File: src/rtl/race_screen_fsm_if.sv
// Race sequencer bundle: button/game-status inputs, player positions,
// and the screen/gating outputs toward the strip renderer.
interface race_screen_fsm_if #(
  parameter int PW = 7
);
  logic          start_btn;
  logic          game_started;
  logic [PW-1:0] green_cur_pos;
  logic [PW-1:0] red_cur_pos;
  logic [PW-1:0] blue_cur_pos;
  logic [PW-1:0] yellow_cur_pos;
  logic          is_in_menu;
  logic          clear_positions;
  logic          players_enable;
  logic [1:0]    countdown_value;
  logic          winner_valid;
  logic [1:0]    winner_id;

  modport master (
    output start_btn,
    output game_started,
    output green_cur_pos,
    output red_cur_pos,
    output blue_cur_pos,
    output yellow_cur_pos,
    input  is_in_menu,
    input  clear_positions,
    input  players_enable,
    input  countdown_value,
    input  winner_valid,
    input  winner_id
  );

  modport slave (
    input  start_btn,
    input  game_started,
    input  green_cur_pos,
    input  red_cur_pos,
    input  blue_cur_pos,
    input  yellow_cur_pos,
    output is_in_menu,
    output clear_positions,
    output players_enable,
    output countdown_value,
    output winner_valid,
    output winner_id
  );
endinterface

File: src/rtl/race_screen_fsm.sv
// Race sequencer: menu -> countdown -> race -> finish -> menu.
// All outputs come straight from flops.
module race_screen_fsm #(
  parameter int MAX_POS         = 109,
  parameter int COUNTDOWN_STEPS = 3,
  parameter int TICKS_PER_STEP  = 50_000_000,
  parameter int FINISH_TICKS    = 150_000_000
) (
  input logic              clk,
  input logic              reset,
  race_screen_fsm_if.slave bus
);

  typedef enum logic [1:0] {
    S_MENU   = 2'd0,
    S_COUNT  = 2'd1,
    S_RACE   = 2'd2,
    S_FINISH = 2'd3
  } state_e;

  localparam int MAXT =
    (TICKS_PER_STEP > FINISH_TICKS) ? TICKS_PER_STEP : FINISH_TICKS;
  localparam int CW = $clog2(MAXT);
  localparam int END_POS = MAX_POS - 1;
  localparam logic [CW-1:0] STEP_LAST = CW'(TICKS_PER_STEP - 1);
  localparam logic [CW-1:0] FIN_LAST  = CW'(FINISH_TICKS - 1);
  localparam logic [1:0]    CD_INIT   = 2'(COUNTDOWN_STEPS);

  state_e        state_q, state_d;
  logic [CW-1:0] cnt_q, cnt_d;
  logic [1:0]    cd_q, cd_d;
  logic          clr_q, clr_d;
  logic          wv_q, wv_d;
  logic [1:0]    wid_q, wid_d;
  logic          menu_q, menu_d;
  logic          en_q, en_d;
  logic          start_q;
  logic          armed_q;

  logic          start_rise;
  logic [3:0]    at_end;
  logic [1:0]    win_sel;

  // armed_q masks the first cycle after reset so a button held
  // through reset release is not seen as a fresh press.
  assign start_rise = armed_q & bus.start_btn & ~start_q;

  assign at_end[0] = int'(bus.green_cur_pos)  >= END_POS;
  assign at_end[1] = int'(bus.red_cur_pos)    >= END_POS;
  assign at_end[2] = int'(bus.blue_cur_pos)   >= END_POS;
  assign at_end[3] = int'(bus.yellow_cur_pos) >= END_POS;

  always_comb begin
    win_sel = 2'd0;
    if (at_end[0])      win_sel = 2'd0;
    else if (at_end[1]) win_sel = 2'd1;
    else if (at_end[2]) win_sel = 2'd2;
    else if (at_end[3]) win_sel = 2'd3;
  end

  always_ff @(posedge clk or posedge reset) begin
    if (reset) begin
      state_q <= S_MENU;
      cnt_q   <= '0;
      cd_q    <= 2'd0;
      clr_q   <= 1'b0;
      wv_q    <= 1'b0;
      wid_q   <= 2'd0;
      menu_q  <= 1'b1;
      en_q    <= 1'b0;
      start_q <= 1'b0;
      armed_q <= 1'b0;
    end else begin
      state_q <= state_d;
      cnt_q   <= cnt_d;
      cd_q    <= cd_d;
      clr_q   <= clr_d;
      wv_q    <= wv_d;
      wid_q   <= wid_d;
      menu_q  <= menu_d;
      en_q    <= en_d;
      start_q <= bus.start_btn;
      armed_q <= 1'b1;
    end
  end

  always_comb begin
    state_d = state_q;
    cnt_d   = cnt_q;
    cd_d    = cd_q;
    clr_d   = 1'b0;
    wv_d    = wv_q;
    wid_d   = wid_q;
    case (state_q)
      S_MENU: begin
        if (start_rise) begin
          state_d = S_COUNT;
          cnt_d   = '0;
          cd_d    = CD_INIT;
          clr_d   = 1'b1;
          wv_d    = 1'b0;
          wid_d   = 2'd0;
        end
      end
      S_COUNT: begin
        if (cnt_q == STEP_LAST) begin
          cnt_d = '0;
          if (cd_q == 2'd1) begin
            state_d = S_RACE;
            cd_d    = 2'd0;
          end else begin
            cd_d = cd_q - 2'd1;
          end
        end else begin
          cnt_d = cnt_q + 1'b1;
        end
      end
      S_RACE: begin
        // game_started low without anyone at the end is a glitch
        if (!bus.game_started && (|at_end)) begin
          state_d = S_FINISH;
          wv_d    = 1'b1;
          wid_d   = win_sel;
          cnt_d   = '0;
        end
      end
      S_FINISH: begin
        if (cnt_q == FIN_LAST) begin
          state_d = S_MENU;
          cnt_d   = '0;
          wv_d    = 1'b0;
          wid_d   = 2'd0;
        end else begin
          cnt_d = cnt_q + 1'b1;
        end
      end
      default: begin
        state_d = S_MENU;
        cnt_d   = '0;
        cd_d    = 2'd0;
        wv_d    = 1'b0;
        wid_d   = 2'd0;
      end
    endcase
  end

  always_comb begin
    menu_d = (state_d == S_MENU);
    en_d   = (state_d == S_RACE);
  end

  assign bus.is_in_menu      = menu_q;
  assign bus.clear_positions = clr_q;
  assign bus.players_enable  = en_q;
  assign bus.countdown_value = cd_q;
  assign bus.winner_valid    = wv_q;
  assign bus.winner_id       = wid_q;

endmodule
File: src/flat_wrapper.sv
// flat-port wrapper written by rule: the top's interface ports become plain ports
module race_screen_fsm_flat 
#(
  parameter int MAX_POS         = 109,
  parameter int COUNTDOWN_STEPS = 3,
  parameter int TICKS_PER_STEP  = 50_000_000,
  parameter int FINISH_TICKS    = 150_000_000
)
  (clk, reset, bus_start_btn, bus_game_started, bus_green_cur_pos, bus_red_cur_pos, bus_blue_cur_pos, bus_yellow_cur_pos, bus_is_in_menu, bus_clear_positions, bus_players_enable, bus_countdown_value, bus_winner_valid, bus_winner_id);
  race_screen_fsm_if bus_i ();
  input logic clk;
  input logic reset;
  input wire logic [$bits(bus_i.start_btn)-1:0] bus_start_btn;
  input wire logic [$bits(bus_i.game_started)-1:0] bus_game_started;
  input wire logic [$bits(bus_i.green_cur_pos)-1:0] bus_green_cur_pos;
  input wire logic [$bits(bus_i.red_cur_pos)-1:0] bus_red_cur_pos;
  input wire logic [$bits(bus_i.blue_cur_pos)-1:0] bus_blue_cur_pos;
  input wire logic [$bits(bus_i.yellow_cur_pos)-1:0] bus_yellow_cur_pos;
  output wire logic [$bits(bus_i.is_in_menu)-1:0] bus_is_in_menu;
  output wire logic [$bits(bus_i.clear_positions)-1:0] bus_clear_positions;
  output wire logic [$bits(bus_i.players_enable)-1:0] bus_players_enable;
  output wire logic [$bits(bus_i.countdown_value)-1:0] bus_countdown_value;
  output wire logic [$bits(bus_i.winner_valid)-1:0] bus_winner_valid;
  output wire logic [$bits(bus_i.winner_id)-1:0] bus_winner_id;
  assign bus_i.start_btn = bus_start_btn;
  assign bus_i.game_started = bus_game_started;
  assign bus_i.green_cur_pos = bus_green_cur_pos;
  assign bus_i.red_cur_pos = bus_red_cur_pos;
  assign bus_i.blue_cur_pos = bus_blue_cur_pos;
  assign bus_i.yellow_cur_pos = bus_yellow_cur_pos;
  assign bus_is_in_menu = bus_i.is_in_menu;
  assign bus_clear_positions = bus_i.clear_positions;
  assign bus_players_enable = bus_i.players_enable;
  assign bus_countdown_value = bus_i.countdown_value;
  assign bus_winner_valid = bus_i.winner_valid;
  assign bus_winner_id = bus_i.winner_id;
  race_screen_fsm #(.MAX_POS(MAX_POS), .COUNTDOWN_STEPS(COUNTDOWN_STEPS), .TICKS_PER_STEP(TICKS_PER_STEP), .FINISH_TICKS(FINISH_TICKS)) u_core (.clk(clk), .reset(reset), .bus(bus_i));
endmodule
File: config.mk
export PLATFORM = sky130hd
export DESIGN_NAME = race_screen_fsm_flat
export DESIGN_NICKNAME = d
export VERILOG_FILES = /design/src/rtl/race_screen_fsm_if.sv /design/src/rtl/race_screen_fsm.sv /design/src/flat_wrapper.sv
export SDC_FILE = /design/constraint.sdc
export NUM_CORES = 1
export LEC_CHECK = 0
export CAP_MARGIN = 20
export CORE_MARGIN = 2
export CORE_UTILIZATION = 50
export DETAILED_ROUTE_END_ITERATION = 10
export PLACE_DENSITY = 0.86
export SLEW_MARGIN = 20
export SYNTH_ARGS = -nofsm -noshare
export SYNTH_HDL_FRONTEND = slang
export SYNTH_SLANG_ARGS = --single-unit
File: constraint.sdc
create_clock -name clk -period 2.88 [get_ports clk]
set_clock_uncertainty 0.2 [all_clocks]
set_input_delay 0.432 -clock clk [delete_from_list [all_inputs] [get_ports clk]]
set_output_delay 0.432 -clock clk [all_outputs]
set_load 0.03 [all_outputs]
==> flow_summary.json, run 1 <==
{
  "layout_commonest_cell": "dfrtp_1",
  "cp_slowest_cell": "or4b_4",
  "via_count": 2136,
  "post_route_cells_drive_above_1_share_pct": 9.40,
  "place_congestion": 0.854,
  "antenna_left": 0,
  "grt_remaining_overflow": 0,
  "drt_iter0_drc": 114,
  "synth-seq-cells": 40,
  "status": "finished clean",
  "synthFlopType": "dfrtp_1",
  "placed_area_um2": 2640,
  "min_period_ns": 2.66,
  "fillers": 359,
  "leakagePower_nw": 1.22,
  "cts_root_buffer": "clkbuf_8",
  "cts_tree": "done",
  "tightest_slew_ns": 0.502,
  "drc_errors": 0,
  "fmax_ghz": 0.376,
  "crit_chain": "or4b_4, or3_1, o41a_1, o21a_4, a41oi_1, a31oi_1",
  "path_clk_slew_ns": 0.08,
  "synth.net_count": 291,
  "power.total_mw": 1.69,
  "end_kind": "flop",
  "die_w_um": 70.9,
  "wirelength_um": 5480,
  "dieArea_um2": 5020,
  "initial_core_util_pct": 51.7,
  "yosysUniqueCellTypes": 47,
  "critPathKind": "reg -> reg",
  "avgSynthCellArea_um2": 8.70,
  "grt_pass1_vias": 2103,
  "via_per_inst": 6.10,
  "critPathMaxStageDelay_ns": 0.57,
  "row_count": 24,
  "pin_count": 40,
  "postLayoutCellArea_um2": 2780,
  "track_usage_pct": 23.7,
  "placed_cells_incl_taps": 342,
  "clockBufferDepth": 2,
  "rsz0062_at_grt": "no",
  "port_buffers": 31,
  "setup_viol": 0,
  "ir_worst_vdd_v": 0.000483,
  "fp.dieH_um": 70.9,
  "grt_max_degree": 41,
  "final_util_pct": 64.2,
  "yosysSeqAreaShare_pct": 44.8,
  "hold_class": "reg -> reg",
  "crit_path_max_fanout": 35,
  "cp-start-kind": "flop",
  "dr.pass1.iters": 4,
  "final_cell_mix": "dfrtp_1, nand2_1, clkdlybuf4s50_1",
  "min_period_over_period_pct": 92.4,
  "cts_buffers": 5,
  "n_antenna_cell": 0,
  "p_per_area_nw_per_um2": 610,
  "arrival_ns": 2.63,
  "grt_pass1_wl_um": 9490,
  "finalHoldViolCount": 0,
  "cap_violations": 0,
  "antenna_found_initial": 0,
  "dp_hpwl_um": 3860,
  "yosys_warnings": 0,
  "wl_per_cell_um": 15.6,
  "synth-edff-count": 0,
  "tns_ns": 0,
  "coreArea_um2": 4320,
  "mappedNetlistArea_um2": 2240,
  "cts.sink_count": 40,
  "synth_cells": 257,
  "area_growth_pct": 24.1,
  "required_ns": 2.85,
  "maxSlewViolCount": 0,
  "worstSkewPairLatency_ns": 0.30,
  "final_nets": 331,
  "htree_num_levels": 2,
  "slew_headroom_pct": 66.5,
  "async_reset_ff_share_pct": 100,
  "stdcell_count": 350
}
[stage by stage]
step	setup WS, ns	hold slack [ns]
2_1_floorplan	0.313	0.263
4_1_cts	0.0898	0.322
5_1_grt	0.0517	0.341
3_5_place_dp	0.120	0.306
6_report	0.218	0.320
3_3_place_gp	0.204	0.304
[path summary, 6_finish.rpt]
kind / start / endpoint / slack (ns) / depth (start not counted)
setup / recovery: u_core.cnt_q[24] / u_core.cnt_q[27] / 0.22 / 6
hold / removal: u_core.cnt_q[27] / u_core.cnt_q[27] / 0.32 / 1
setup reg to reg: u_core.cnt_q[24] / u_core.cnt_q[27] / 0.22 / 6
hold reg to reg: u_core.cnt_q[27] / u_core.cnt_q[27] / 0.32 / 1
max in group asynchronous: reset / u_core.bus.is_in_menu / 1.77 / 3
min in group asynchronous: reset / u_core.start_q / 0.35 / 3
[power by group]
group | internal [mW] | leakage, nW | switching, mW
Combinational | 0.194 | 0.677 | 0.197
Sequential | 0.683 | 0.486 | 0.155
Clock | 0.261 | 0.0548 | 0.204
Total | 1.14 | 1.22 | 0.556
[sequential cells by signal, summed over array words and instances, names as in the netlist]
register,flops
u_core.cnt_q,28
u_core.bus.countdown_value,2
u_core.bus.winner_id,2
u_core.state_q,2
u_core.armed_q,1
u_core.bus.clear_positions,1
u_core.bus.is_in_menu,1
u_core.bus.players_enable,1
u_core.bus.winner_valid,1
u_core.start_q,1
[cell families (layout without fill, tap and decap cells)]
group,Yosys count,in the layout,synth area share [%]
AO/OA/AOI/OAI,76,76,22.0
adder cells (fa/ha/maj),2,2,1.12
other,1,1,0.168
flip-flops,40,40,44.8
XOR/XNOR,1,1,0.392
buffers and inverters,21,62,4.48
multiplexers,1,1,0.448
AND/OR/NAND/NOR,115,115,26.6
[cells in the mapped netlist (all sizes together) (2+ instances only)]
| cell | count | area share, % |
|---|---|---|
| dfrtp | 39 | 44 |
| nand2 | 31 | 5.2 |
| nand3 | 22 | 4.9 |
| a21oi | 20 | 4.5 |
| a31oi | 17 | 4.8 |
| nor2 | 13 | 2.2 |
| o21ai | 13 | 3.1 |
| inv | 11 | 1.8 |
| nand2b | 10 | 2.8 |
| or3 | 8 | 2.2 |
| and3 | 7 | 2.0 |
| nor4 | 6 | 1.7 |
| buf | 5 | 1.8 |
| clkbuf | 5 | 0.84 |
| nand4 | 5 | 1.4 |
| a21o | 4 | 1.3 |
| a41oi | 3 | 1.2 |
| and2 | 3 | 0.84 |
| nor3 | 3 | 0.67 |
| o22a | 3 | 1.2 |
| a31o | 2 | 0.78 |
| ha | 2 | 1.1 |
| nand3b | 2 | 0.67 |
| o21a | 2 | 0.73 |
| o22ai | 2 | 0.56 |
| o32ai | 2 | 0.78 |
| or4 | 2 | 0.67 |
[critical path: cells and delay by family (launching register included)]
kind | cells | cell delay (ns)
AND/OR/NAND/NOR | 2 | 0.93
flip-flops | 1 | 0.43
AO/OA/AOI/OAI | 4 | 0.97
[layout make-up]
cell class / count / area, um2 / share of cell area (%)
inverters: 11 / 41.3 / 1.49
well taps: 52 / 65.1 / 2.34
clock inverters: 3 / 46.3 / 1.67
repair buffers: 43 / 400 / 14.4
flip-flops and latches: 40 / 1000 / 36.1
clock buffers: 5 / 68.8 / 2.48
multi-input cells: 196 / 1150 / 41.5
[what timing repair did]
item                                    4_1_cts  5_1_grt
endpoints found under the hold margin         0        0
endpoints found under the setup margin        0       24
resized for setup                             0        3
hold buffers                                  0        0
setup buffers                                 0        0
[routing by layer]
layer  vias to the layer above  share of wire (%)  global-route usage, %
li1                       1037                  -                      -
met2                        82                 51                   40.3
met5                         -                  0                      0
met4                         0                1.6                   8.60
met3                         9                7.7                   6.27
met1                      1008                 40                   29.0
Note: power is estimated with default switching activity, not from simulation.
==> run 2, diff against run 1 <==
ABC_CLOCK_PERIOD_IN_PS = 2880   (was default)
==> results of run 2 <==
Final layout, timing and power as in run 1 (identical DEF).
==> run 3, diff against run 2 <==
ABC_CLOCK_PERIOD_IN_PS = 2190   (was 2880)
CORE_UTILIZATION = 47   (was 50)
PLACE_DENSITY = 0.85   (was 0.86)
clock period = 2.19 ns   (was 2.88 ns; I/O delays follow)
==> flow_summary.json, run 3 (synthesis gave the netlist of run 1 again) <==
{
  "status": "complete, but fails checks",
  "violations": "negative setup slack",
  "pre_cts_ws_ns": -0.405,
  "wirelength_um": 6710,
  "dr.pass1.iters": 5,
  "grt_remaining_overflow": 0,
  "cts_root_buffer": "clkbuf_8",
  "end_kind": "flop",
  "htree_num_levels": 2,
  "tns_ns": -10.61,
  "antenna_found_initial": 0,
  "finalHoldViolCount": 0,
  "path_clk_slew_ns": 0.08,
  "final_nets": 375,
  "row_count": 25,
  "cap_violations": 0,
  "reg2reg_from": "u_core.cnt_q[9]",
  "track_usage_pct": 24.7,
  "r2r_setup_slack_ns": -0.49,
  "grt_max_degree": 41,
  "cts_tree": "done",
  "area_growth_pct": 46.3,
  "cts_buffers": 5,
  "placed_area_um2": 2970,
  "required_ns": 2.16,
  "post_route_cells_drive_above_1_share_pct": 27.2,
  "drt_iter0_drc": 267,
  "tightest_slew_ns": 0.530,
  "largest_reg_flops": 28,
  "min_period_ns": 2.68,
  "place_congestion": 0.814,
  "final_cell_mix": "buf_4, dfrtp_1, nand2_1, clkdlybuf4s50_1, nand3_1",
  "fillers": 325,
  "arrival_ns": 2.65,
  "min_period_over_period_pct": 123,
  "fp.dieH_um": 73.0,
  "power.total_mw": 2.43,
  "postLayoutCellArea_um2": 3270,
  "grt_pass1_vias": 2310,
  "r2r-end": "u_core.cnt_q[2]",
  "via_count": 2426,
  "cts.sink_count": 40,
  "via_per_inst": 6.13,
  "initial_core_util_pct": 48.0,
  "grt_pass1_wl_um": 10300,
  "slew_headroom_pct": 64.4,
  "die_w_um": 73.0,
  "p_per_area_nw_per_um2": 743,
  "fin_ws_ns": -0.495,
  "cp-start-kind": "flop",
  "n_antenna_cell": 0,
  "port_buffers": 31,
  "leakagePower_nw": 1.48,
  "fmax_ghz": 0.372,
  "r2r_cells": 7,
  "setup_viol": 31,
  "regMostFlops": "u_core.cnt_q",
  "hold_class": "in -> async",
  "critPathKind": "reg -> reg",
  "crit_path_max_fanout": 17,
  "postCtsHoldBufs": 0,
  "layout_commonest_cell": "buf_4",
  "wl_per_cell_um": 16.9,
  "pin_count": 40,
  "clockBufferDepth": 2,
  "antenna_left": 0,
  "dieArea_um2": 5320,
  "drc_errors": 0,
  "maxSlewViolCount": 0,
  "rsz0062_at_grt": "yes",
  "dp_hpwl_um": 4390,
  "ir_worst_vdd_v": 0.000518,
  "worstSkewPairLatency_ns": 0.30,
  "coreArea_um2": 4660
}
[run 3: cell types whose count changed in the layout (fill, tap and decap cells not counted), sizes merged]
cell      previous run  this run
buf                 12        55
clkbuf               5         7
bufinv               1         0
clkinv               0         1
clkinvlp             1         0
inv                 12        11
o21a                 2         3
[run 3: how the worst max path moves through the flow]
stage                                 from               end  slack (ns)  cells past startpoint
after floorplan            u_core.cnt_q[9]   u_core.cnt_q[8]       -0.38                      8
after global placement    u_core.cnt_q[11]  u_core.cnt_q[11]       -0.38                      7
after detailed placement  u_core.cnt_q[11]  u_core.cnt_q[11]       -0.40                      7
after CTS                  u_core.cnt_q[9]  u_core.cnt_q[21]       -0.36                      7
after global routing       u_core.cnt_q[9]   u_core.cnt_q[2]       -0.54                      7
final                      u_core.cnt_q[9]   u_core.cnt_q[2]       -0.49                      7
[run 3: metrics by stage]
step / std cells / util, % / hold slack (ns)
global route: 396 / 70.2 / 0.299
CTS: 394 / 67.3 / 0.261
floorplan: 257 / - / 0.160
global placement: 383 / 63.7 / 0.304
finish: 396 / 70.2 / 0.248
detailed placement: 383 / 63.7 / 0.329
[run 3: per-layer routing]
layer | up-vias | share of wire [%] | global-route usage, %
met1 | 1145 | 39 | 29.8
met5 | - | 0 | 0
met4 | 0 | 3.9 | 12.8
met2 | 128 | 50 | 41.9
met3 | 31 | 7.1 | 4.70
li1 | 1122 | - | -
[run 3: final cells by class]
class,instances,area [um2],area share [%]
Sequential cell,40,1000,30.6
Timing Repair Buffer,86,771,23.6
Multi-Input combinational cell,197,1310,40.0
Inverter,11,41.3,1.26
Tap cell,54,67.6,2.07
Clock inverter,1,5.00,0.153
Clock buffer,7,76.3,2.33
[run 3: power by group]
group          internal [mW]  total [mW]  switching, mW
combinational          0.466       0.948          0.482
sequential             0.898        1.01          0.109
clock                  0.224       0.475          0.252
total                   1.59        2.43          0.843
[run 3: worst max-delay path, stage by stage, from the launching register on]
cell	delay (ns)
dfrtp_1	0.39
or4b_4	0.55
or3_1	0.38
o41a_1	0.41
o21a_4	0.21
buf_12	0.17
nand2b_1	0.12
a31oi_1	0.13
[run 3: timing repair]
action                     in CTS  in global routing
resized for setup              14                 24
cloned                          1                  0
setup endpoints to repair      31                 36
hold endpoints to repair        0                  0
buffers inserted                2                  2
pin swaps                       3                 10
